<file path="config.mk">
export PLATFORM = sky130hd
export DESIGN_NAME = bin2bcd_seq
export DESIGN_NICKNAME = d
export VERILOG_FILES = /design/src/rtl/bin2bcd_seq_pkg.sv /design/src/rtl/bcd_digit_adj.sv /design/src/rtl/bin2bcd_seq.sv
export SDC_FILE = /design/constraint.sdc
export NUM_CORES = 1
export LEC_CHECK = 0
export CORE_MARGIN = 10
export CORE_UTILIZATION = 30
export DETAILED_ROUTE_END_ITERATION = 7
export PLACE_DENSITY_LB_ADDON = 0.2
export SYNTH_ARGS = -nofsm -noshare
export SYNTH_HDL_FRONTEND = slang
export SYNTH_HIERARCHICAL = 1
export SYNTH_SLANG_ARGS = --single-unit
</file>
<file path="constraint.sdc">
create_clock -name clk -period 1.45 [get_ports clk]
set_input_delay 0.29 -clock clk [delete_from_list [all_inputs] [get_ports clk]]
set_output_delay 0.29 -clock clk [all_outputs]
set_load 0.03 [all_outputs]
</file>
<file path="src/rtl/bin2bcd_seq_pkg.sv">
// Shared defaults, FSM states and counter sizing for the sequential
// shift-and-add-3 binary-to-BCD converter.
package bin2bcd_seq_pkg;

  localparam int DEFAULT_WIDTH  = 16;
  localparam int DEFAULT_DIGITS = 5;

  typedef enum logic [1:0] {
    IDLE  = 2'd0,
    SHIFT = 2'd1,
    DONE  = 2'd2
  } state_t;

  // The counter must hold the value WIDTH itself, so it never wraps mid-conversion.
  function automatic int cnt_width(input int width);
    return $clog2(width + 1);
  endfunction

  localparam int CNT_W = cnt_width(DEFAULT_WIDTH);

endpackage

</file>
<file path="src/rtl/bcd_digit_adj.sv">
// One BCD digit corrector: adds 3 when the digit is 5 or more so that the
// following left shift carries correctly into the next decimal digit.
module bcd_digit_adj
  import bin2bcd_seq_pkg::*;
(
  input  logic [3:0] digit_in,
  output logic [3:0] digit_out
);

  assign digit_out = (digit_in >= 4'd5) ? digit_in + 4'd3 : digit_in;

endmodule

</file>
<file path="src/rtl/bin2bcd_seq.sv">
// Sequential binary-to-BCD converter: one double-dabble iteration per clock,
// with a registered result, sign and leading-zero blanking mask.
module bin2bcd_seq
  import bin2bcd_seq_pkg::*;
#(
  parameter int WIDTH  = DEFAULT_WIDTH,
  parameter int DIGITS = DEFAULT_DIGITS
) (
  input  logic                  clk,
  input  logic                  rst,
  input  logic                  start,
  input  logic [WIDTH-1:0]      bin,
  input  logic                  sign_in,
  output logic                  busy,
  output logic                  done,
  output logic [DIGITS*4-1:0]   bcd,
  output logic                  sign_out,
  output logic [DIGITS-1:0]     blank
);

  localparam int ACC_W = DIGITS * 4;
  localparam int CW    = cnt_width(WIDTH);
  localparam logic [CW-1:0]     LAST_ITER = CW'(WIDTH - 1);
  localparam logic [DIGITS-1:0] BLANK_RST = {{(DIGITS - 1){1'b1}}, 1'b0};

  state_t             state_reg;
  logic [CW-1:0]      cnt_reg;
  logic [ACC_W-1:0]   acc_reg;
  logic [WIDTH-1:0]   shift_reg;
  logic               sign_lat_reg;

  logic               busy_reg;
  logic               done_reg;
  logic [ACC_W-1:0]   bcd_reg;
  logic               sign_out_reg;
  logic [DIGITS-1:0]  blank_reg;

  logic [ACC_W-1:0]   acc_adj;
  logic [ACC_W-1:0]   acc_next;
  logic [DIGITS-1:0]  blank_next;
  logic               sign_out_next;

  generate
    for (genvar gi = 0; gi < DIGITS; gi++) begin : g_adj
      bcd_digit_adj u_adj (
        .digit_in  (acc_reg[gi*4 +: 4]),
        .digit_out (acc_adj[gi*4 +: 4])
      );
    end
  endgenerate

  // The corrected top digit never carries out for a correctly sized DIGITS,
  // so truncating the shifted-out MSB loses nothing.
  assign acc_next = ACC_W'({acc_adj, shift_reg[WIDTH-1]});

  always_comb begin
    logic zero_above;
    blank_next = '0;
    zero_above = 1'b1;
    for (int i = DIGITS - 1; i >= 1; i--) begin
      zero_above    = zero_above & (acc_reg[i*4 +: 4] == 4'd0);
      blank_next[i] = zero_above;
    end
  end

  assign sign_out_next = sign_lat_reg & (|acc_reg);

  always_ff @(posedge clk) begin
    if (rst) begin
      state_reg    <= IDLE;
      cnt_reg      <= '0;
      acc_reg      <= '0;
      shift_reg    <= '0;
      sign_lat_reg <= 1'b0;
      busy_reg     <= 1'b0;
      done_reg     <= 1'b0;
      bcd_reg      <= '0;
      sign_out_reg <= 1'b0;
      blank_reg    <= BLANK_RST;
    end else begin
      done_reg <= 1'b0;
      unique case (state_reg)
        IDLE: begin
          if (start) begin
            shift_reg    <= bin;
            acc_reg      <= '0;
            sign_lat_reg <= sign_in;
            cnt_reg      <= '0;
            busy_reg     <= 1'b1;
            state_reg    <= SHIFT;
          end
        end
        SHIFT: begin
          acc_reg   <= acc_next;
          shift_reg <= shift_reg << 1;
          cnt_reg   <= cnt_reg + 1'b1;
          if (cnt_reg == LAST_ITER) begin
            state_reg <= DONE;
          end
        end
        DONE: begin
          bcd_reg      <= acc_reg;
          sign_out_reg <= sign_out_next;
          blank_reg    <= blank_next;
          done_reg     <= 1'b1;
          busy_reg     <= 1'b0;
          state_reg    <= IDLE;
        end
        default: begin
          busy_reg  <= 1'b0;
          state_reg <= IDLE;
        end
      endcase
    end
  end

  assign busy     = busy_reg;
  assign done     = done_reg;
  assign bcd      = bcd_reg;
  assign sign_out = sign_out_reg;
  assign blank    = blank_reg;

endmodule

</file>
==> metrics.csv, run 1 <==
metric,value,unit
status,"finished, violations left",
violations,negative setup slack,
syn_area_per_cell,7.86,um^2
max_freq,664,MHz
holdCritPathClass,in -> reg,
grt_pass1_wl,13200,um
grt_pass1_vias,2812,
yosysWarnings,6,
io_pins,48,
fin_crit,1.51,ns
drtAntennaViolNets,0,
antenna_found_initial,0,
powerDensity,908,mW/mm^2
drt_iter0_markers,107,
grt_use_total,0.106,
clockBufferDepth,2,
hold_viol_final,0,
fin_ws,-0.0551,ns
dr_wl_met2,3700,um
clock_skew,0.0119,ns
gp_congestion,0.742,
cts.sinks,71,
wl_met3,485,um
highest_layer,met4,
fp-row-count,37,
start_util,0.309,
m1WireLength,3650,um
multiInputGateArea,0.00175,mm^2
arrival,1.78,ns
syn2layout_area_growth,39.4,%
r2r_slack,-0.06,ns
hold_end,bcd[4],
numPortBuffers,46,
die_x,123,um
via_per_inst,4.70,
cts_tree,done,
syn_inst,407,
criticalPathCategory,reg -> reg,
cts_buffers,9,
insertion_delay,0.36,ns
setup-violations-final,3,
worstPathRequired,1.73,ns
final_max_slew_viol_count,0,
endpoint_kind,flop,
cts_hold_buf,0,
drcViolationCount,0,
reg2reg_from,acc_reg[13],
fp.dieH,123,um
vias,2941,
dp_hpwl,5570,um
wl_per_cell,12.6,um
die-area,0.0152,mm^2
grt_max_degree,35,
wl,7920,um
holdPathStages,2,
layout-drive-gt1-share,0.222,
whs,0.249,ns
period_share,1.04,
synth_nets,439,
final_nets,517,
cp_slowest_stage_delay,0.52,ns
min-delay-start,rst,
p_leak,1.75,nW
cap_violations,0,
timing.rr.end,blank[1],
antennaDiodeCount,0,
core_area,0.0104,mm^2
cts-root-buf,clkbuf_8,
critPathMaxFanout,3,
rsz0062_at_grt,true,
first_pass_iters,4,
regArea,0.00144,mm^2
crit_path_cell_trace,"or4_4, or3_4, o31ai_2",
netlist_area,0.00320,mm^2
path_clk_slew,0.08,ns
startpoint_type,flop,
crit_slowest_cell,or4_4,
ir_worst_vdd,0.488,mV
htree_levels,3,
gr-total-overflow,0,
reg2reg_depth,3,
final_util,0.430,
nFillCells,1090,
## cells in the final DEF, fill, tap and decap left out, types with 6 or more instances in the layout
cell type and instances:
o21ai_1 7, clkbuf_8 12, clkdlybuf4s50_1 18, nor2_1 20
mux2i_1 6, a21oi_1 58, nand3_1 25, nor4_1 6
dlygate4sd2_1 22, nand2_1 94, buf_4 46, nand2b_1 7
inv_1 8, dfxtp_1 60, a22oi_1 9, nor3_1 7
dfxtp_2 10
## through the flow
stage / total power, mW / instance area [um^2] / worst slack (ns) / cells / setup TNS (ns)
final: 4.05 / 4460 / -0.0551 / 626 / -0.0865
after global routing: 4.24 / 4460 / -0.0805 / 626 / -0.335
after CTS: 4.14 / 4260 / -0.0720 / 620 / -0.139
after detailed placement: 2.41 / 4050 / -0.214 / 602 / -7.28
after global placement: 2.41 / 4050 / -0.203 / 602 / -6.56
after floorplan: 2.26 / 3210 / -0.0155 / 407 / -0.0155
## critical path, delay by kind of cell, from the launching register on
kind | cells | cell delay, ns
flops | 1 | 0.34
compound gates | 1 | 0.17
simple gates | 2 | 0.93
## report_power, final
part | leakage (nW) | switching (mW) | internal, mW
logic | 1.07 | 0.190 | 0.152
clock network | 0.101 | 0.756 | 0.935
registers | 0.582 | 0.0280 | 1.99
total | 1.75 | 0.974 | 3.08
## area by class of cell
class,count,area share
timing repair buffer,96,0.186
inverter,12,0.0118
sequential,71,0.322
clock inverter,4,0.0118
clock buffer,12,0.0370
multi-input combinational,295,0.393
tap,136,0.0381
## routing by layer
layer | track usage | up-vias
li1 | - | 1527
met1 | 0.125 | 1362
met2 | 0.171 | 44
met3 | 0.0438 | 8
met4 | 0.0371 | 0
met5 | 0 | -
## timing repair
item	in CTS	in global routing
pin swaps	7	11
hold endpoints to repair	0	0
endpoints found under the setup margin	34	29
resized for setup	32	44
buffers inserted	2	6
## worst max path at each step
stage | start | to | slack (ns) | depth (start not counted)
finish | acc_reg[13] | blank[1] | -0.06 | 3
detailed placement | start | cnt_reg[3] | -0.21 | 5
floorplan | acc_reg[16] | blank[1] | -0.02 | 3
CTS | acc_reg[17] | sign_out | -0.07 | 4
global placement | start | cnt_reg[3] | -0.20 | 5
global route | acc_reg[15] | blank[1] | -0.08 | 3
Power figures use the tool's default switching activity.
==> run 2: changes to the inputs <==
--- a/config.mk
+++ b/config.mk
@@ -5,8 +5,9 @@
 export SDC_FILE = /design/constraint.sdc
 export NUM_CORES = 1
 export LEC_CHECK = 0
+export CORE_ASPECT_RATIO = 0.7
 export CORE_MARGIN = 10
-export CORE_UTILIZATION = 30
+export CORE_UTILIZATION = 48
 export DETAILED_ROUTE_END_ITERATION = 7
 export PLACE_DENSITY_LB_ADDON = 0.2
 export SYNTH_ARGS = -nofsm -noshare
==> run 2 against run 1 <==
  * The flow still finishes with violations (negative setup slack)
  * Sequential power about the same
  * Die area down 32%
  * Critical path depth unchanged
  * Sequential share of layout area increased by 1.1 points
  * Cell count down 8.5%
  * Critical path type unchanged
  * Core utilization grew 25 points
  * Largest cell class unchanged
  * Via count is 0.14% lower
  * Hold slack improved by 0.087 ns
  * Count of clock-buffer cells in the layout up 1
  * Maximum frequency down 0.68%
  * Sequential cell count unchanged
  * Largest power group unchanged
  * Design area is 3.8% lower
==> metrics.csv, run 2 (synthesized netlist as in run 1, its figures left out) <==
metric,value,unit
cts_buffers,9,
cap_violations,0,
final_nets,509,
whs,0.336,ns
core_area,0.00634,mm^2
final_cell_mix,"nand2_1 (94), dfxtp_1 (64), a21oi_1 (57), buf_4 (37)",
cts_tree,done,
dp.cells,550,
reg2reg_depth,3,
clockBufferDepth,2,
syn2layout_area_growth,34.1,%
max_freq,660,MHz
holdPathStages,4,
vias,2937,
antenna_found_initial,0,
antennaDiodeCount,0,
htree_levels,3,
rsz0062_at_grt,true,
insertion_delay,0.35,ns
final_util,0.677,
cts_hold_buf,0,
gr-total-overflow,0,
wl,7960,um
gp_congestion,0.765,
critPathMaxFanout,3,
fp-row-count,24,
met3_usage,0.0579,
period_share,1.05,
drcViolationCount,0,
dp_hpwl,5350,um
via_per_inst,5.13,
worstPathRequired,1.71,ns
wl_per_cell,13.9,um
arrival,1.78,ns
met2_usage,0.258,
stdcell_count,573,
final_common_cell,nand2_1,
grt_pass1_vias,2881,
cts.sinks,71,
layout-drive-gt1-share,0.191,
drt_iter0_markers,186,
numPortBuffers,46,
hold_viol_final,0,
endpoint_kind,flop,
status,"finished, violations left",
criticalPathCategory,reg -> reg,
ir_worst_vdd,0.615,mV
grt_use_total,0.152,
die-area,0.0104,mm^2
grt_max_degree,52,
grt_pass1_wl,13200,um
reg2reg_from,acc_reg[13],
start_util,0.505,
min-delay-start,rst,
final_max_slew_viol_count,0,
use_met1,0.174,
drtAntennaViolNets,0,
die_x,118,um
clock_skew,0.00744,ns
hold_end,sign_out,
holdCritPathClass,in -> reg,
io_pins,48,
fin_crit,1.52,ns
fp.dieH,88.3,um
first_pass_iters,4,
violations,negative setup slack,
p_total,3.79,mW
setup-violations-final,2,
gr-max-usage-layer,met2,
path_clk_slew,0.07,ns
powerDensity,882,mW/mm^2
fin_ws,-0.0654,ns
r2r_slack,-0.07,ns
startpoint_type,flop,
cts-root-buf,clkbuf_8,
p_leak,1.71,nW
timing.rr.end,blank[1],
[run 2: final cells by class]
class	instances	area, um^2
clock buffer	13	159
timing repair buffer	88	785
sequential	71	1430
tap	91	114
inverter	12	45.0
clock inverter	3	17.5
multi-input combinational	295	1740
fill	545	2040
[run 2: layer usage]
layer  share of wire  vias to the layer above
met1            0.44                     1346
met2            0.47                       64
met4           0.018                        0
met3           0.069                       11
li1                -                     1516
met5               0                        -
[run 2: worst max-delay path: stages (launching register included)]
cell and delay [ns]:
dfxtp_2 0.34, or4_4 0.51, or3_4 0.41, o31ai_2 0.18
[run 2: power breakdown]
part / leakage (nW) / internal [mW] / switching, mW
logic: 1.04 / 0.156 / 0.193
registers: 0.579 / 2.00 / 0.0276
clock network: 0.0894 / 0.710 / 0.704
total: 1.71 / 2.86 / 0.925
[run 2: how the worst max path moves through the flow]
stage	slack [ns]	cells after the start	to	startpoint
after CTS	-0.07	3	blank[1]	acc_reg[12]
after floorplan	-0.02	3	blank[1]	acc_reg[16]
final	-0.07	3	blank[1]	acc_reg[13]
after detailed placement	-0.27	5	shift_reg[0]	start
after global routing	-0.09	3	blank[1]	acc_reg[13]
after global placement	-0.23	5	cnt_reg[3]	start
[run 2: stage by stage]
| stage | setup slack (ns) | area [um^2] | TNS (ns) |
|---|---|---|---|
| after floorplan | -0.0155 | 3210 | -0.0155 |
| after global placement | -0.230 | 3950 | -7.13 |
| after detailed placement | -0.269 | 3950 | -8.50 |
| after CTS | -0.0708 | 4120 | -0.156 |
| after global routing | -0.0950 | 4290 | -0.346 |
| final | -0.0654 | 4290 | -0.0827 |
[run 2: what timing repair did]
item                       in CTS  in global routing
pin swaps                       5                  8
resized for setup              32                 28
setup endpoints to repair      34                 15
setup buffers                   1                  6
==> run 3: changes to the inputs <==
--- a/config.mk
+++ b/config.mk
@@ -9,6 +9,8 @@
 export CORE_MARGIN = 10
 export CORE_UTILIZATION = 48
 export DETAILED_ROUTE_END_ITERATION = 7
+export GPL_ROUTABILITY_DRIVEN = 1
+export GPL_TIMING_DRIVEN = 1
 export PLACE_DENSITY_LB_ADDON = 0.2
 export SYNTH_ARGS = -nofsm -noshare
 export SYNTH_HDL_FRONTEND = slang
==> results of run 3 <==
Final layout, timing and power as in run 2 (identical DEF).
